<file path="src/rtl/vedic_pkg.sv">
// Shared types and constants for the sequenced 4x4 vedic multiplier controller.
// Each step selects a pair of 2-bit operand slices and gives the left shift for its partial product.
package vedic_pkg;

   localparam int OPND_W  = 4;
   localparam int PROD_W  = 8;
   localparam int STEP_W  = 2;
   localparam int SHIFT_W = 3;

   localparam logic [SHIFT_W-1:0] SHIFT_S0 = 3'd0;
   localparam logic [SHIFT_W-1:0] SHIFT_S1 = 3'd2;
   localparam logic [SHIFT_W-1:0] SHIFT_S2 = 3'd2;
   localparam logic [SHIFT_W-1:0] SHIFT_S3 = 3'd4;
   localparam logic [STEP_W-1:0]  LAST_STEP = 2'd3;

   typedef enum logic [1:0] {
      ST_IDLE = 2'd0,
      ST_MUL  = 2'd1,
      ST_DONE = 2'd2
   } state_e;

   typedef struct packed {
      logic a1;
      logic a0;
      logic b1;
      logic b0;
   } core_ops_t;

   function automatic logic [SHIFT_W-1:0] step_shift(input logic [STEP_W-1:0] step);
      case (step)
         2'd0:    step_shift = SHIFT_S0;
         2'd1:    step_shift = SHIFT_S1;
         2'd2:    step_shift = SHIFT_S2;
         2'd3:    step_shift = SHIFT_S3;
         default: step_shift = SHIFT_S0;
      endcase
   endfunction

   // step[0] picks the high slice of a, step[1] the high slice of b.
   function automatic core_ops_t step_ops(input logic [STEP_W-1:0] step,
                                          input logic [OPND_W-1:0] a,
                                          input logic [OPND_W-1:0] b);
      logic [1:0] a_sel;
      logic [1:0] b_sel;
      a_sel    = step[0] ? a[3:2] : a[1:0];
      b_sel    = step[1] ? b[3:2] : b[1:0];
      step_ops = {a_sel, b_sel};
   endfunction

endpackage

</file>
<file path="src/rtl/vedic_err_counter.sv">
// Saturating mismatch counter; a clear on the same edge as an increment wins.
module vedic_err_counter #(
   parameter int CNT_W = 8
) (
   input  logic             clk_i,
   input  logic             rst_i,
   input  logic             inc_i,
   input  logic             clr_i,
   output logic [CNT_W-1:0] cnt_o
);

   logic [CNT_W-1:0] cnt_q;
   logic [CNT_W-1:0] cnt_d;

   // Next count: clear, saturating increment, or hold.
   always_comb begin
      cnt_d = cnt_q;
      if (clr_i) begin
         cnt_d = '0;
      end else if (inc_i && (cnt_q != {CNT_W{1'b1}})) begin
         cnt_d = cnt_q + CNT_W'(1);
      end else begin
         cnt_d = cnt_q;
      end
   end

   // Count register.
   always_ff @(posedge clk_i) begin
      if (rst_i) begin
         cnt_q <= '0;
      end else begin
         cnt_q <= cnt_d;
      end
   end

   assign cnt_o = cnt_q;

endmodule

</file>
<file path="src/rtl/vedic4x4_seq_ctrl.sv">
// 4x4 unsigned multiply built from four passes through an external 2x2 core,
// with a reference-product check that counts mismatching results.
module vedic4x4_seq_ctrl
   import vedic_pkg::*;
#(
   parameter int CNT_W    = 8,
   parameter bit CHECK_EN = 1'b1
) (
   input  logic              clk,
   input  logic              rst,
   input  logic              in_valid,
   output logic              in_ready,
   input  logic [OPND_W-1:0] in_a,
   input  logic [OPND_W-1:0] in_b,
   output logic              out_valid,
   input  logic              out_ready,
   output logic [PROD_W-1:0] out_p,
   output logic              out_err,
   output logic              core_a0,
   output logic              core_a1,
   output logic              core_b0,
   output logic              core_b1,
   input  logic [3:0]        core_q,
   input  logic              clr_cnt,
   output logic [CNT_W-1:0]  err_cnt
);

   state_e              state_q, state_d;
   logic [STEP_W-1:0]   step_q, step_d;
   logic [STEP_W-1:0]   op_step_q, op_step_d;
   logic                op_vld_q, op_vld_d;
   logic [OPND_W-1:0]   a_q, a_d;
   logic [OPND_W-1:0]   b_q, b_d;
   logic [PROD_W-1:0]   acc_q, acc_d;
   logic [PROD_W-1:0]   out_p_q, out_p_d;
   logic                out_err_q, out_err_d;
   logic                in_ready_q, in_ready_d;
   logic                out_valid_q, out_valid_d;
   core_ops_t           ops_q, ops_d;

   logic [PROD_W-1:0]   partial_s;
   logic [PROD_W-1:0]   acc_sum_s;
   logic [PROD_W-1:0]   ref_s;
   logic                mismatch_s;
   logic                cnt_inc_s;

   // Core operands are registered, so the core result belongs to op_step_q, one cycle behind step_q.
   assign partial_s  = {{(PROD_W-4){1'b0}}, core_q} << step_shift(op_step_q);
   assign acc_sum_s  = acc_q + partial_s;
   assign ref_s      = {{(PROD_W-OPND_W){1'b0}}, a_q} * {{(PROD_W-OPND_W){1'b0}}, b_q};
   assign mismatch_s = CHECK_EN ? (acc_sum_s != ref_s) : 1'b0;

   // Next-state, datapath and output decode.
   always_comb begin
      state_d   = state_q;
      step_d    = step_q;
      op_step_d = op_step_q;
      op_vld_d  = op_vld_q;
      a_d       = a_q;
      b_d       = b_q;
      acc_d     = acc_q;
      out_p_d   = out_p_q;
      out_err_d = out_err_q;
      ops_d     = '0;
      cnt_inc_s = 1'b0;
      case (state_q)
         ST_IDLE: begin
            if (in_valid) begin
               a_d       = in_a;
               b_d       = in_b;
               acc_d     = '0;
               step_d    = '0;
               op_step_d = '0;
               op_vld_d  = 1'b0;
               out_err_d = 1'b0;
               state_d   = ST_MUL;
            end else begin
               state_d   = ST_IDLE;
            end
         end
         ST_MUL: begin
            if (op_vld_q) begin
               acc_d = acc_sum_s;
            end else begin
               acc_d = acc_q;
            end
            if (op_vld_q && (op_step_q == LAST_STEP)) begin
               op_vld_d  = 1'b0;
               out_p_d   = acc_sum_s;
               out_err_d = mismatch_s;
               cnt_inc_s = mismatch_s;
               state_d   = ST_DONE;
            end else begin
               ops_d     = step_ops(step_q, a_q, b_q);
               op_step_d = step_q;
               op_vld_d  = 1'b1;
               step_d    = step_q + 2'd1;
               state_d   = ST_MUL;
            end
         end
         ST_DONE: begin
            if (out_ready) begin
               state_d = ST_IDLE;
            end else begin
               state_d = ST_DONE;
            end
         end
         default: begin
            state_d = ST_IDLE;
         end
      endcase
      in_ready_d  = (state_d == ST_IDLE);
      out_valid_d = (state_d == ST_DONE);
   end

   // State and datapath registers.
   always_ff @(posedge clk) begin
      if (rst) begin
         state_q     <= ST_IDLE;
         step_q      <= '0;
         op_step_q   <= '0;
         op_vld_q    <= 1'b0;
         a_q         <= '0;
         b_q         <= '0;
         acc_q       <= '0;
         out_p_q     <= '0;
         out_err_q   <= 1'b0;
         in_ready_q  <= 1'b1;
         out_valid_q <= 1'b0;
         ops_q       <= '0;
      end else begin
         state_q     <= state_d;
         step_q      <= step_d;
         op_step_q   <= op_step_d;
         op_vld_q    <= op_vld_d;
         a_q         <= a_d;
         b_q         <= b_d;
         acc_q       <= acc_d;
         out_p_q     <= out_p_d;
         out_err_q   <= out_err_d;
         in_ready_q  <= in_ready_d;
         out_valid_q <= out_valid_d;
         ops_q       <= ops_d;
      end
   end

   vedic_err_counter #(
      .CNT_W (CNT_W)
   ) u_err_counter (
      .clk_i (clk),
      .rst_i (rst),
      .inc_i (cnt_inc_s),
      .clr_i (clr_cnt),
      .cnt_o (err_cnt)
   );

   assign in_ready  = in_ready_q;
   assign out_valid = out_valid_q;
   assign out_p     = out_p_q;
   assign out_err   = out_err_q;
   assign core_a0   = ops_q.a0;
   assign core_a1   = ops_q.a1;
   assign core_b0   = ops_q.b0;
   assign core_b1   = ops_q.b1;

endmodule

</file>
<file path="config.mk">
export PLATFORM = sky130hd
export DESIGN_NAME = vedic4x4_seq_ctrl
export DESIGN_NICKNAME = d
export VERILOG_FILES = /design/src/rtl/vedic_pkg.sv /design/src/rtl/vedic_err_counter.sv /design/src/rtl/vedic4x4_seq_ctrl.sv
export SDC_FILE = /design/constraint.sdc
export NUM_CORES = 1
export LEC_CHECK = 0
export ABC_AREA = 1
export ABC_CLOCK_PERIOD_IN_PS = 4200
export CAP_MARGIN = 20
export CORE_MARGIN = 4
export CORE_UTILIZATION = 45
export CTS_BUF_LIST = sky130_fd_sc_hd__clkbuf_4 sky130_fd_sc_hd__clkbuf_8
export DETAILED_ROUTE_END_ITERATION = 16
export PLACE_DENSITY = 0.68
export SETUP_SLACK_MARGIN = 0.3
export SYNTH_ARGS = -nofsm -noshare
export SYNTH_HDL_FRONTEND = slang
export SYNTH_SLANG_ARGS = --single-unit
export TNS_END_PERCENT = 30
</file>
<file path="constraint.sdc">
create_clock -name clk -period 4.2 [get_ports clk]
set_input_delay 0.42 -clock clk [delete_from_list [all_inputs] [get_ports clk]]
set_output_delay 0.42 -clock clk [all_outputs]
set_load 0.05 [all_outputs]
</file>
Yosys cells after proc, flatten, opt, wreduce, memory -nomap -nowiden:

Index checks and enable logic that the tools add are counted.

* register bits: 46
* output and inout port bits: 23
* word-level logic and storage cells: 71

* add/sub/neg operators: 3
* multiply operators: 1
* equality and inequality tests: 12
* shifts and indexed selects: 1
* mux-type cells: 22
* bitwise logic cells: 1
* reduce and logical (&&, ||, !) cells: 15

Operator list (count)
* $mux W8: 2
* $pmux W8 S2: 1
* $mux W2: 7
* $pmux W3 S3: 1
* $reduce_and A3 Y1: 3
* $add A8 B1 Y8 const B: 1
* $add A8 B8 Y8: 1
* $eq A2 B2 Y1 const B: 4
* $mul A4 B4 Y8: 1
* $ne A2 B2 Y1 const B: 4
* $ne A8 B8 Y1: 1
* $ne A8 B8 Y1 const B: 1
* $pmux W2 S2: 2
* $shl A4 B3 Y8: 1
* $logic_not A2 Y1: 3
* $mux W1: 6
* $pmux W2 S3: 1
* $reduce_and A2 Y1: 3
* $eq A2 B1 Y1 const B: 2
* $pmux W1 S2: 2
* $reduce_or A2 Y1: 2
* $reduce_or A3 Y1: 1
* $add A2 B1 Y2 const B: 1
* $logic_and A1 B1 Y1: 2
* 2 further kinds: 2

Longest topological paths before layout:

Gate-level depths: netlist (run 1).

* word-level depth: 9
* depth in mapped cells: 22
* gate-level depth less buffers: 21

Modules after synthesis:

Synthesis (run 1) repeated with hierarchy kept, for this count alone.

* cell total of the unflattened synthesis: 449
* area, all modules: 3001.6 µm²

Modules (own cells, without submodules)
* vedic4x4_seq_ctrl: times used 1, cells each 376, area an instance 2541.2 µm², sequential area each 760.7 µm²
* vedic_err_counter: times used 1, cells each 73, area an instance 460.4 µm², sequential area each 160.2 µm²

Least setup slack after synthesis (run 1):

Ideal clock, no wire load.

* path type: register -> register
* start point: reg a_q[0]
* end point: reg u_err_counter.cnt_q[0] (netlist: u_err_counter.cnt_o[0])
* setup time: 0.113 ns
* data arrival time: 2.968 ns
* setup slack: 1.119 ns
* cell stages (with the launch flop): 18
* buffers on the path: 0
* cell sequence: dfxtp_1 nand2_1 fa_1 fa_1 inv_1 fa_1 nand3_1 nand3_1 xor2_1 inv_1 nand3_1 nand2_1 nor2_4 nand2_4 nand3_4 nand2_1 nand2_1 nor2_1

* word-level cells in the longest chain between the ends: 5

Ends and longest elaborated chain
* start: declaration: RTL line vedic4x4_seq_ctrl.sv:32 `logic [OPND_W-1:0] a_q, a_d;`
* start signal: assignment: RTL line vedic4x4_seq_ctrl.sv:123 `a_q <= '0;`
* start signal: assignment: RTL line vedic4x4_seq_ctrl.sv:136 `a_q <= a_d;`
* $mul A4 B4 Y8: RTL line vedic4x4_seq_ctrl.sv:50 `assign ref_s = {{(PROD_W-OPND_W){1'b0}}, a_q} * {{(PROD_W-OPND_W){1'b0}}, b_q};`
* $ne A8 B8 Y1: RTL line vedic4x4_seq_ctrl.sv:51 `assign mismatch_s = CHECK_EN ? (acc_sum_s != ref_s) : 1'b0;`
* $mux W1: RTL line vedic4x4_seq_ctrl.sv:87 `if (op_vld_q && (op_step_q == LAST_STEP)) begin`
* $mux W1: RTL line vedic4x4_seq_ctrl.sv:66 `case (state_q)`
* $logic_and A1 B1 Y1: RTL line vedic_err_counter.sv:20 `end else if (inc_i && (cnt_q != {CNT_W{1'b1}})) begin`
* end signal: assignment: RTL line vedic_err_counter.sv:32 `cnt_q <= cnt_d;`
* end: declaration: RTL line vedic_err_counter.sv:12 `logic [CNT_W-1:0] cnt_q;`

Every way passes these cells.
A chain may end at the register's enable or synchronous reset.

Worst setup path in the final report (run 1):

* start point: reg a_q[1]
* end point: reg u_err_counter.cnt_q[1] (netlist: u_err_counter.cnt_o[1])

Same word-level chain as after synthesis.

==> results of run 1 <==
## area by class of cell
class                           instances  area, µm²  area share
Clock buffer                            6       82.6      0.0233
Clock inverter                          2       60.1      0.0169
Inverter                               67        251      0.0710
Multi-Input combinational cell        316       1730       0.489
Sequential cell                        46        921       0.260
Tap cell                               77       96.3      0.0272
Timing Repair Buffer                   40        398       0.112
## worst paths after layout
check,start,end,slack [ns],cells after the start
hold reg to reg,acc_q[0],acc_q[0],0.48,2
hold / removal,acc_q[0],acc_q[0],0.48,2
setup / recovery,a_q[1],u_err_counter.cnt_o[1],0.92,16
setup reg to reg,a_q[1],u_err_counter.cnt_o[1],0.92,16
## kinds of logic after synthesis
family	count (synthesis)	share of synthesized area
xor+xnor	9	0.0268
compound gates	55	0.0986
buf+inv	75	0.0982
simple gates	225	0.336
fa+ha+maj	27	0.127
flops	46	0.313
## registers in the layout (all words and copies together), names as in the netlist
name	flops
acc_q	8
out_p	8
u_err_counter.cnt_o	8
a_q	4
b_q	4
op_step_q	2
state_q	2
step_q	2
core_a0	1
core_a1	1
core_b0	1
core_b1	1
in_ready	1
op_vld_q	1
out_err	1
out_valid	1
## power breakdown
group	switching, mW	internal, mW
Sequential	0.0154	0.449
Combinational	0.0901	0.0557
Clock	0.150	0.254
## through the flow
stage	area [µm²]	hold WS, ns	setup WS, ns	total power, mW
final	3540	0.477	0.917	1.01
after global routing	3540	0.506	0.574	1.06
after CTS	3540	0.476	0.887	1.02
after detailed placement	3400	0.456	0.886	0.621
after global placement	3400	0.462	0.969	0.619
after floorplan	2940	0.449	1.12	0.574
## cell usage after synthesis, drive strengths merged
cell    instances
a21oi          30
o21ai          21
xnor2           1
nor3            2
clkinv          1
fa              5
nor2           55
nand2         131
a221oi          1
nand3          25
clkbuf          6
xor2            8
ha             22
nand3b          3
buf             2
or2             1
dfxtp          46
nand4           8
a21o            1
a211oi          2
inv            66
## critical path: cells and delay by family, from the launching register on
kind / cells / cell delay (ns)
adders and majority gates: 3 / 1.48
and+or+nand+nor: 9 / 0.87
buffers and inverters: 2 / 0.12
DFF: 1 / 0.46
xor gates and xnor gates: 1 / 0.17
AOI/OAI and AO/OA: 1 / 0.12
## per-layer routing
layer	share of wire	up-vias	track usage	wire (µm)
met4	0.0098	0	0.0371	64
met2	0.46	41	0.288	3020
met5	0	-	0	0
li1	-	1448	-	-
met3	0.032	6	0.0251	210
met1	0.50	1255	0.254	3240
==> impl_metrics.json, run 1 <==
{
  "cts_resized": 0,
  "ys_warn_count": 0,
  "crit_required_ns": 4.43,
  "layout_common_cells": "nand2_1 (120), inv_1 (62), nor2_1 (52)",
  "drc": 0,
  "wire_per_inst_um": 11.8,
  "cp.arrival_ns": 3.51,
  "avgViaCountPerCell": 4.96,
  "ir_worst_vdd_mv": 0.262,
  "synth_largest_area_cell": "dfxtp_1",
  "cts_hold_buf": 0,
  "die_h_um": 88.9,
  "fin_cells": 554,
  "cts_tree": "built",
  "finalCritPeriodShare": 0.782,
  "startpoint_type": "flop",
  "numCtsBuffers": 5,
  "seq_area_frac_synth": 0.313,
  "num_antenna_cells": 0,
  "final_core_util": 0.558,
  "ios": 40,
  "firstDrtPassIters": 4,
  "nets": 520,
  "port_buffers": 39,
  "clk_pin_slew_ns": 0.09,
  "synth_cells": 437,
  "ant_nets": 0,
  "core-area_mm2": 0.00635,
  "tightest_slew_ns": 0.888,
  "place.gp.congestion": 0.880,
  "fill_cells": 631,
  "setup_viol": 0,
  "gr-total-overflow": 0,
  "die_w_um": 88.9,
  "antenna_found_initial": 0,
  "dp_hpwl_mm": 5.19,
  "drtIter0Drc": 116,
  "drive_gt1_frac": 0.0671,
  "timing.fmax_mhz": 305,
  "dp.cells": 546,
  "max-cap-violations": 0,
  "dieArea_mm2": 0.00790,
  "initial_core_util": 0.464,
  "ys_types": 29,
  "p_leak_nw": 1.73,
  "power.density_mw_per_mm2": 286,
  "critPathMaxStageDelay_ns": 0.54,
  "syn_nets": 481,
  "areaGrowthSynthToFinish_pct": 20.4,
  "crit_fanout": 9,
  "syn_area_mm2": 0.00294,
  "status": "finished, final reports clean",
  "cp_slowest_cell": "fa_1",
  "clockBufferDepth": 2,
  "ys_ff_latch": 46,
  "synth.area.top_cells": "dfxtp_1 (31%), nand2_1 (15%), ha_1 (9.3%), inv_1 (7.9%), nor2_1 (6.6%)",
  "wirelength_mm": 6.53,
  "via_count": 2750,
  "hp-class": "flop to flop",
  "setup-tns-final_ns": 0,
  "worstSetupPathType": "flop to flop",
  "yosys.area.top_type_share": 0.313,
  "hold_viol": 0,
  "final_common_cell": "nand2_1",
  "cts_root_buf": "clkbuf_8",
  "grt_max_degree": 26,
  "fin_skew_ns": 0.00920,
  "post_cts_buffers": 0,
  "rsz0062_at_grt": "false",
  "rows": 29,
  "end_kind": "flop",
  "crit_chain": "nand2_1 > fa_1 > fa_1 > inv_1 > fa_1 > nand3_1 > nand3_1 > xor2_1 > inv_1 > nand3_1 > nand2_1 > nor2_4 > nand2_4 > nand3_4 > nand2_1 > a21oi_1",
  "grt_pass1_vias": 2531,
  "clock-sinks": 46,
  "grt_pass1_wl_mm": 11.3,
  "grt_use_total": 0.179,
  "slew_headroom": 0.406,
  "period_minus_slack_ns": 3.28,
  "clk_latency_ns": 0.29,
  "slew_violations": 0,
  "cts_max_level": 2,
  "avgSynthCellArea_um2": 6.74
}
Note: power is estimated with default switching activity, not from simulation.
==> inputs of run 2 (changes only) <==
- ABC_CLOCK_PERIOD_IN_PS: 4200 -> 2700
- PLACE_DENSITY: 0.68 -> 0.7
- clock period: 4.2 -> 2.7 ns (I/O delays scaled with it)
==> run 2 against run 1 <==
Against the previous run:
- first-iteration DRC count grew 3.4%
- combinational power grew 120%
- maximum frequency is 11% higher
- clock-buffer cell count up 1
- sequential cell count is the same
- sequential share of layout area fell by 2.2 points
- hold slack got worse by 0.0018 ns
- wire length is 14% higher
- global-route usage up 1.6 points
- via count grew 8.7%
- the flow now finishes with violations (negative setup slack)
==> impl_metrics.json, run 2 (synthesized netlist as in run 1, its figures left out) <==
{
  "critPathMaxStageDelay_ns": 0.51,
  "final_common_cell": "nand2_1",
  "setup_viol": 9,
  "cts_root_buf": "clkbuf_8",
  "worstHoldEndpoint": "acc_q[0]",
  "drtIter0Drc": 120,
  "die_w_um": 88.9,
  "clockPowerShare": 0.299,
  "gr-total-overflow": 0,
  "num_antenna_cells": 0,
  "worstSetupPathType": "flop to flop",
  "clk_latency_ns": 0.30,
  "min-delay-start": "acc_q[0]",
  "rsz0062_at_grt": "true",
  "grt-busiest-layer": "met2",
  "nets": 558,
  "cts_max_level": 2,
  "ant_nets": 0,
  "p_leak_nw": 1.91,
  "grt_use_total": 0.195,
  "violations": "negative setup slack",
  "hp-class": "flop to flop",
  "die_h_um": 88.9,
  "slew_violations": 0,
  "initial_core_util": 0.464,
  "clock-sinks": 46,
  "max-cap-violations": 0,
  "p_sw_frac": 0.284,
  "fin_ws_ns": -0.251,
  "core-area_mm2": 0.00635,
  "fill_cells": 560,
  "power.density_mw_per_mm2": 372,
  "via_count": 2988,
  "drc": 0,
  "final_core_util": 0.624,
  "antenna_found_initial": 0,
  "avgViaCountPerCell": 5.05,
  "slew_headroom": 0.654,
  "clk_pin_slew_ns": 0.09,
  "numCtsBuffers": 5,
  "p_int_mw": 1.06,
  "timing.fmax_mhz": 339,
  "grt_pass1_wl_mm": 12.3,
  "ir_worst_vdd_mv": 0.258,
  "crit_required_ns": 2.94,
  "whs_ns": 0.475,
  "wirelength_mm": 7.45,
  "holdPathStages": 2,
  "pwr-share-comb": 0.214,
  "startpoint_type": "flop",
  "finalCritPeriodShare": 1.09,
  "clockBufferDepth": 2,
  "crit_top_cell": "nand3_2",
  "dieArea_mm2": 0.00790,
  "place.gp.congestion": 0.876,
  "crit_chain": "nand2_2 > fa_1 > fa_1 > inv_2 > fa_2 > nand3_2 > nand3_2 > xor2_2 > inv_1 > nand3_2 > nand2_2 > nor2_4 > buf_4 > nand2_4 > nand4_1 > a21oi_1",
  "rr_endpoint": "u_err_counter.cnt_o[7]",
  "multi_input_area_mm2": 0.00191,
  "met1_usage": 0.253,
  "tightest_slew_ns": 0.518,
  "dp.cells": 577,
  "switchingPower_uw": 419,
  "grt_pass1_vias": 2763,
  "regArea_um2": 941,
  "drive_gt1_frac": 0.217,
  "layout_common_cells": "nand2_1 (109), inv_1 (60), nor2_1 (50)",
  "cts_tree": "built",
  "cp.arrival_ns": 3.19,
  "firstDrtPassIters": 5,
  "reg2reg_slack_ns": -0.25,
  "fin_skew_ns": 0.0114,
  "period_minus_slack_ns": 2.95,
  "grtUsageMet3": 0.0307,
  "grtUsageMet2": 0.335,
  "seq_power_share": 0.487,
  "dp_hpwl_mm": 5.64,
  "cts_hold_buf": 0,
  "post-place-ws_ns": -0.368,
  "fin_cells": 592,
  "cp_slowest_cell": "fa_1",
  "grt_max_degree": 23,
  "ff2ff_path_depth": 16,
  "end_kind": "flop",
  "port_buffers": 39,
  "ios": 40,
  "hold_viol": 0,
  "areaGrowthSynthToFinish_pct": 34.6,
  "crit_fanout": 5,
  "wire_per_inst_um": 12.6,
  "rr_startpoint": "a_q[1]",
  "rows": 29,
  "status": "finished, violations left"
}
==> run 2: cell count changes in the layout (fill, tap and decap cells not counted), moves of 3 or more <==
| cell | change |
|---|---|
| ha_4 | +3 |
| nand2_2 | +10 |
| dfxtp_2 | +4 |
| nand2_1 | -11 |
| dfxtp_1 | -8 |
| ha_1 | -5 |
| nand3_1 | -6 |
| dfxtp_4 | +4 |
| nand3_2 | +6 |
| o21ai_0 | -4 |
| buf_4 | +36 |
==> run 2: routing by layer <==
layer / wire [µm] / up-vias
met2: 3650 / 77
met1: 3350 / 1367
met4: 111 / 0
met3: 333 / 13
li1: - / 1531
met5: 0 / -
==> run 2: area by class of cell <==
cell class,count,share of cell area
multi-input cells,318,0.482
clock buffers,7,0.0227
flip-flops and latches,46,0.237
inverters,67,0.0635
repair buffers,76,0.169
clock inverters,1,0.00126
well taps,77,0.0243
==> run 2: how the worst max path moves through the flow <==
stage | endpoint | start | depth (start not counted)
4_1_cts | u_err_counter.cnt_o[0] | a_q[1] | 17
3_5_place_dp | u_err_counter.cnt_o[0] | core_q[0] | 21
5_1_grt | u_err_counter.cnt_o[7] | a_q[2] | 16
3_3_place_gp | u_err_counter.cnt_o[0] | core_q[0] | 21
2_1_floorplan | u_err_counter.cnt_o[0] | b_q[1] | 17
6_report | u_err_counter.cnt_o[7] | a_q[1] | 16
==> run 2: repair_timing <==
item                                    4_1_cts  5_1_grt
gates cloned                                  2        0
buffers inserted                              2        3
pin swaps                                     2       14
endpoints found under the setup margin       16       19
resized for setup                            15       28
==> run 2: stage by stage <==
step / instance area (µm²) / total power, mW / TNS (ns)
2_1_floorplan: 2970 / 0.896 / -0.818
3_3_place_gp: 3660 / 1.01 / -2.31
3_5_place_dp: 3660 / 1.02 / -3.07
4_1_cts: 3840 / 1.46 / -2.28
5_1_grt: 3960 / 1.55 / -3.77
6_report: 3960 / 1.47 / -2.14
==> run 2: power groups by stage <==
stage	clock network [mW]	registers [mW]	logic, mW
3_3_place_gp	0	0.734	0.278
3_5_place_dp	0	0.735	0.281
4_1_cts	0.450	0.718	0.295
2_1_floorplan	0	0.743	0.153
5_1_grt	0.482	0.722	0.350
6_report	0.441	0.718	0.315
==> run 2: worst max-delay path, delay by kind of cell (launching register included) <==
kind | cells | cell delay, ns
and+or+nand+nor | 8 | 0.57
buffers and inverters | 3 | 0.26
xor gates and xnor gates | 1 | 0.18
adders and majority gates | 3 | 1.35
AOI/OAI and AO/OA | 1 | 0.15
DFF | 1 | 0.38
